### src/rtl/dispatch_controller.sv
// dispatch_controller
//   Sequencer in front of the instruction issuer. Fetched instructions are
//   buffered in a small in-order queue. The head issues as a registered
//   one-cycle pulse whenever the ROB and its target unit (RS or LSB) can
//   take it. A CDB flush empties the queue and blocks fetch for a recovery
//   window.
//
// Parameters
//   DEPTH                 queue entries (power of two, >= 2)
//   FLUSH_RECOVER_CYCLES  cycles with fetch blocked after a flush (>= 1)
//
// Ports
//   clk, rst              clock; synchronous active-high reset
//   rdy                   global enable; low freezes all state and outputs
//   if_valid/if_instr/if_pc/if_jumped/if_is_lsb   fetch side offer
//   if_ready              combinational accept toward fetch
//   rob_full/rs_full/lsb_full  back-pressure, already covering one in-flight issue
//   iss_valid/iss_instr/iss_pc/iss_jumped/iss_is_lsb  registered issue pulse
//   flush                 misprediction flush from the CDB
//
// Optional build macro
//   DISPATCH_STALL_STATS_EN  adds stall_cycles[31:0] and flush_count[15:0],
//                            saturating counters cleared by rst.
//
// State table
//   IDLE    | queue empty, nothing to issue
//   ISSUE   | head issues every cycle it is unblocked
//   STALL   | head blocked by a full ROB/RS/LSB
//   RECOVER | post-flush window; fetch blocked, no issue

module dispatch_controller #(
    parameter int DEPTH                = 4,
    parameter int FLUSH_RECOVER_CYCLES = 1
) (
    input  logic        clk,
    input  logic        rst,
    input  logic        rdy,
    input  logic        if_valid,
    input  logic [31:0] if_instr,
    input  logic [31:0] if_pc,
    input  logic        if_jumped,
    input  logic        if_is_lsb,
    output logic        if_ready,
    input  logic        rob_full,
    input  logic        rs_full,
    input  logic        lsb_full,
    output logic        iss_valid,
    output logic [31:0] iss_instr,
    output logic [31:0] iss_pc,
    output logic        iss_jumped,
    output logic        iss_is_lsb,
    input  logic        flush
`ifdef DISPATCH_STALL_STATS_EN
    ,
    output logic [31:0] stall_cycles,
    output logic [15:0] flush_count
`endif
);

    localparam int AW = $clog2(DEPTH);
    localparam int CW = (FLUSH_RECOVER_CYCLES > 1) ? $clog2(FLUSH_RECOVER_CYCLES) : 1;

    localparam logic [AW:0]   DEPTH_C      = (AW + 1)'(DEPTH);
    localparam logic [CW-1:0] RECOVER_LOAD = CW'(FLUSH_RECOVER_CYCLES - 1);

    localparam logic [1:0] ST_IDLE    = 2'd0;
    localparam logic [1:0] ST_ISSUE   = 2'd1;
    localparam logic [1:0] ST_STALL   = 2'd2;
    localparam logic [1:0] ST_RECOVER = 2'd3;

    logic [31:0]   r_q_instr  [DEPTH];
    logic [31:0]   r_q_pc     [DEPTH];
    logic          r_q_jumped [DEPTH];
    logic          r_q_is_lsb [DEPTH];

    logic [AW-1:0] r_head;
    logic [AW-1:0] r_tail;
    logic [AW:0]   r_count;
    logic [1:0]    r_state;
    logic [CW-1:0] r_rec_cnt;

    logic          w_active;
    logic          w_blocked;
    logic          w_issue;
    logic          w_push;
    logic [AW:0]   w_count_next;
    logic [1:0]    w_state_next;
    logic [CW-1:0] w_rec_next;

    assign if_ready  = (r_count < DEPTH_C) && (r_state != ST_RECOVER);
    assign w_active  = rdy && !flush;
    assign w_blocked = rob_full || (r_q_is_lsb[r_head] ? lsb_full : rs_full);
    assign w_issue   = w_active && ((r_state == ST_ISSUE) || (r_state == ST_STALL))
                       && (r_count != '0) && !w_blocked;
    // if_ready looks only at the pre-edge count, so a full queue refuses a
    // push even in a cycle where it also pops.
    assign w_push    = w_active && if_valid && if_ready;
    assign w_count_next = r_count + (AW + 1)'(w_push) - (AW + 1)'(w_issue);

    always_comb begin
        w_state_next = r_state;
        w_rec_next   = r_rec_cnt;
        if (flush) begin
            w_state_next = ST_RECOVER;
            w_rec_next   = RECOVER_LOAD;
        end else begin
            case (r_state)
                ST_IDLE: begin
                    if (w_count_next != '0) w_state_next = ST_ISSUE;
                end
                ST_ISSUE: begin
                    if ((r_count != '0) && w_blocked) w_state_next = ST_STALL;
                    else if (w_count_next == '0)      w_state_next = ST_IDLE;
                end
                ST_STALL: begin
                    if (!w_blocked) w_state_next = ST_ISSUE;
                end
                default: begin
                    if (r_rec_cnt == '0) w_state_next = ST_IDLE;
                    else                 w_rec_next   = r_rec_cnt - 1'b1;
                end
            endcase
        end
    end

    // Queue storage needs no reset: pointers and count define validity.
    always_ff @(posedge clk) begin
        if (w_push) begin
            r_q_instr[r_tail]  <= if_instr;
            r_q_pc[r_tail]     <= if_pc;
            r_q_jumped[r_tail] <= if_jumped;
            r_q_is_lsb[r_tail] <= if_is_lsb;
        end
    end

    always_ff @(posedge clk) begin
        if (rst) begin
            r_head    <= '0;
            r_tail    <= '0;
            r_count   <= '0;
            r_state   <= ST_IDLE;
            r_rec_cnt <= '0;
        end else if (rdy) begin
            r_state   <= w_state_next;
            r_rec_cnt <= w_rec_next;
            if (flush) begin
                r_head  <= '0;
                r_tail  <= '0;
                r_count <= '0;
            end else begin
                if (w_push)  r_tail <= r_tail + 1'b1;
                if (w_issue) r_head <= r_head + 1'b1;
                r_count <= w_count_next;
            end
        end
    end

    always_ff @(posedge clk) begin
        if (rst) begin
            iss_valid  <= 1'b0;
            iss_instr  <= '0;
            iss_pc     <= '0;
            iss_jumped <= 1'b0;
            iss_is_lsb <= 1'b0;
        end else if (rdy) begin
            iss_valid <= w_issue;
            if (w_issue) begin
                iss_instr  <= r_q_instr[r_head];
                iss_pc     <= r_q_pc[r_head];
                iss_jumped <= r_q_jumped[r_head];
                iss_is_lsb <= r_q_is_lsb[r_head];
            end
        end
    end

`ifdef DISPATCH_STALL_STATS_EN
    always_ff @(posedge clk) begin
        if (rst) begin
            stall_cycles <= '0;
            flush_count  <= '0;
        end else if (rdy) begin
            if ((r_state == ST_STALL) && (stall_cycles != '1)) stall_cycles <= stall_cycles + 1'b1;
            if (flush && (flush_count != '1))                  flush_count  <= flush_count + 1'b1;
        end
    end
`endif

endmodule

### config.mk
export PLATFORM = sky130hd
export DESIGN_NAME = dispatch_controller
export DESIGN_NICKNAME = d
export VERILOG_FILES = /design/src/rtl/dispatch_controller.sv
export SDC_FILE = /design/constraint.sdc
export NUM_CORES = 1
export LEC_CHECK = 0
export BUFFER_PORTS_ARGS = -buffer_cell sky130_fd_sc_hd__buf_2
export CAP_MARGIN = 20
export CORE_ASPECT_RATIO = 0.5
export CORE_MARGIN = 2
export CORE_UTILIZATION = 50
export DETAILED_ROUTE_END_ITERATION = 12
export PLACE_DENSITY_LB_ADDON = 0.3
export SLEW_MARGIN = 20
export SYNTH_ARGS = -nofsm -noshare
export SYNTH_HDL_FRONTEND = slang
export SYNTH_SLANG_ARGS = --single-unit
export TNS_END_PERCENT = 5
### constraint.sdc
create_clock -name clk -period 5.1 [get_ports clk]
set_input_delay 0.51 -clock clk [delete_from_list [all_inputs] [get_ports clk]]
set_output_delay 0.51 -clock clk [all_outputs]
set_load 0.005 [all_outputs]
==> flow_summary.json <==
{
  "setup_viol_count_final": 0,
  "buffer_ports.inserted": 141,
  "synth_warnings": 0,
  "routed_wirelength_mm": 24.88,
  "achievable-frequency_ghz": 0.2828,
  "static-leakage-power_nw": 4.922,
  "master_cell_of_the_clock_root_buffer": "sky130_fd_sc_hd__clkbuf_16",
  "post_route_cells_drive_above_1_share_pct": 36.67,
  "floorplan.core_area_sq_mm": 0.02519,
  "maxCapViolCount": 0,
  "placementRows": 41,
  "cts_num_sinks": 342,
  "drt_iter0_drc": 506,
  "start_util_pct": 50.86,
  "die-area_sq_mm": 0.02700,
  "clock_latency_ns": 0.55,
  "cts_repair_resize_count": 0,
  "critPathMaxFanout": 5,
  "cts.reportedPaths.clkPinSlew_ns": 0.07,
  "synth_to_final_area_change_pct": 15.41,
  "pwr-share-comb_pct": 2.3,
  "post_cts_hold_buffer_count": 0,
  "timing_max_transition_violations_final": 0,
  "power-per-cell-area_mw_per_mm2": 367.1,
  "sw_frac_of_total_pct": 19.45,
  "place.detailed.hpwl_mm": 13.49,
  "grt_first_pass_wirelength_mm": 37.54,
  "routedWlPerCell_um": 20.16,
  "power.internal_mw": 4.372,
  "sequentialPowerShare_pct": 55.8,
  "hold_viol": 0,
  "fin_crit_ns": 3.536,
  "postRouteAntennaNets": 0,
  "use_met2_pct": 33.49,
  "unrepaired_setup_endpoints_after_global_routing": "false",
  "grtUsageMet3_pct": 3.440,
  "clkPwrFrac_pct": 41.9,
  "synth_top_area_share_pct": 61.88,
  "timing.critical_path.required_ns": 5.56,
  "via_count_of_the_first_global_routing_pass": 6745,
  "grt.overflow.total": 0,
  "tritoncts_clock_tree": "built",
  "antenna_violations_before_repair": 1,
  "outcome": "finished clean",
  "clk_path_buf_depth": 3,
  "total_of_fill_cells_in_the_finished_design": 1892,
  "type_of_the_worst_setup_path": "reg2reg",
  "p_sw_mw": 1.056,
  "yosys_register_bits": 342,
  "finalInstanceArea_sq_mm": 0.01479,
  "synth_sequential_area_ratio_pct": 74.07,
  "synthArstFlopShare_pct": 0,
  "gr-usage-all-layers_pct": 18.44,
  "detail_route.first_pass.iterations": 5,
  "synthesis.nets": 811,
  "num-nets-final": 950,
  "min-delay-path-class": "in2reg",
  "detailroute.via_count": 6648,
  "avgViaCountPerCell": 5.387,
  "syn-mean-instance-area_sq_um": 17.65,
  "grt-busiest-layer": "met2",
  "final.setup_skew_ns": 0.008852,
  "ys_top_cells_by_area": "sky130_fd_sc_hd__edfxtp_1 62%, sky130_fd_sc_hd__dfxtp_1 12%, sky130_fd_sc_hd__mux4_2 12%",
  "detail_route.drc_violations": 0,
  "die_width_um": 230.4,
  "grt_start_max_net_pins": 77,
  "synthesis.instances": 726,
  "netlist.top_cell.by_area": "sky130_fd_sc_hd__edfxtp_1",
  "gpl.final_weighted_congestion": 0.8092,
  "timing.critical_path.to_type": "register",
  "grt.met1_usage_pct": 23.33,
  "mappedNetlistArea_sq_mm": 0.01281,
  "setup.worst_path.start_class": "register",
  "synth_edf_count": 264,
  "ioPinCount": 142,
  "synth_cell_types": 38,
  "timing_worst_slew_pin_value_ns": 1.160,
  "synth_flop_cell": "sky130_fd_sc_hd__edfxtp_1",
  "htree_levels": 1,
  "fin_tns_setup_ns": 0,
  "die_h_um": 117.2,
  "post_cts_buffers": 0,
  "arrival_ns": 4.00,
  "finalCritPeriodShare_pct": 69.33,
  "maxSlewHeadroom_pct": 22.65,
  "vdd_ir_drop_max_mv": 0.2555,
  "dpl_cell_area_sq_mm": 0.01379,
  "num_cts_buffers": 30
}
## cell usage in the layout, fill, tap and decap left out, drive strengths merged, types with 2 or more instances in the layout
cell	instances
nor3	2
edfxtp	264
nor3b	2
or3	2
dfxtp	78
nand2	138
o21ai	2
bufinv	4
a221oi	2
a211o	2
mux4	66
clkinv	12
a21oi	70
nor2	10
clkbuf	39
and3	7
buf	146
inv	9
a22oi	3
ha	10
nor2b	2
mux2i	5
## synth_stat cells, drive strengths merged (2+ instances only)
cell,instances
a22oi,3
a221oi,2
buf,17
dfxtp,78
nor3,2
ha,10
edfxtp,264
inv,9
mux2i,5
a211o,2
nor3b,2
o21ai,2
and3,7
a21oi,70
nor2,10
nor2b,2
nand2,138
clkbuf,22
mux4,66
or3,2
## stage by stage
| step | cells | total power, mW | hold WS [ns] | setup WS (ns) | utilization, % |
|---|---|---|---|---|---|
| 6_report | 1234 | 5.428 | 0.1694 | 1.564 | 58.70 |
| 5_1_grt | 1233 | 5.585 | 0.1567 | 1.403 | 58.69 |
| 4_1_cts | 1233 | 5.465 | 0.1547 | 1.597 | 58.69 |
| 3_5_place_dp | 1177 | 3.213 | 0.4430 | 1.570 | 54.75 |
| 3_3_place_gp | 1177 | 3.205 | 0.4375 | 1.669 | 54.75 |
| 2_1_floorplan | 726 | 3.146 | 0.4527 | 1.688 | - |
## power by group through the flow
stage | clock network [mW] | logic [mW] | registers (mW)
after detailed placement | 0 | 0.124 | 3.09
final | 2.28 | 0.125 | 3.03
after global routing | 2.42 | 0.137 | 3.03
after floorplan | 0 | 0.0569 | 3.09
after global placement | 0 | 0.119 | 3.09
after CTS | 2.31 | 0.125 | 3.03
## worst paths after layout
path / cells past startpoint / to / startpoint / slack (ns)
max: 12 / r_state[1]$_SDFFE_PP0P_ / register / 1.56
min: 1 / r_q_instr[2][10]$_DFFE_PP_ / if_instr[10] / 0.17
max reg2reg: 12 / r_state[1]$_SDFFE_PP0P_ / register / 1.56
min reg2reg: 2 / iss_pc[10]$_SDFFE_PP0P_ / iss_pc[10]$_SDFFE_PP0P_ / 0.45
## metal layers
metal  wire, um  up-vias
li1           -     3046
met5         13        -
met1      10350     3409
met2      12960      150
met3       1103       41
met4        452        2
## cells by family (layout without fill, tap and decap cells)
| family | after synthesis | count (layout) | share of synthesized area (%) |
|---|---|---|---|
| and+or+nand+nor | 167 | 167 | 5.899 |
| buffers and inverters | 48 | 211 | 2.041 |
| DFF | 342 | 342 | 74.07 |
| xor gates and xnor gates | 3 | 3 | 0.3125 |
| adders and majority gates | 11 | 11 | 1.133 |
| AOI/OAI and AO/OA | 84 | 84 | 4.551 |
| other | 0 | 1 | 0 |
| muxes | 71 | 71 | 11.99 |
## layout make-up
cell class,instances,area [sq um],share of cell area (%)
flip-flops and latches,342,9497,64.23
multi-input cells,336,3084,20.86
clock buffers,39,794.5,5.374
repair buffers,146,745.7,5.044
well taps,344,430.4,2.911
clock inverters,17,197.7,1.337
inverters,9,33.78,0.2285
diodes,1,2.502,0.01692
## critical path, cell delays in order (launching register included)
cell                       delay, ns
sky130_fd_sc_hd__dfxtp_1        0.41
sky130_fd_sc_hd__mux4_2         0.56
sky130_fd_sc_hd__mux2i_1        0.21
sky130_fd_sc_hd__nand3b_1       0.18
sky130_fd_sc_hd__xnor2_1        0.20
sky130_fd_sc_hd__ha_1           0.18
sky130_fd_sc_hd__inv_1          0.06
sky130_fd_sc_hd__fa_1           0.42
sky130_fd_sc_hd__xnor3_1        0.22
sky130_fd_sc_hd__and3_1         0.20
sky130_fd_sc_hd__a31o_1         0.21
sky130_fd_sc_hd__a211o_1        0.33
sky130_fd_sc_hd__a221oi_2       0.26
## flip-flops by register name, summed over array words and instances (netlist names), named ones only
name	count
r_state	2
r_count	3
iss_pc	32
r_q_instr	128
r_q_is_lsb	4
r_q_jumped	4
iss_is_lsb	1
iss_instr	32
r_tail	2
iss_jumped	1
r_q_pc	128
iss_valid	1
r_head	2
(Power assumes the default switching activity.)
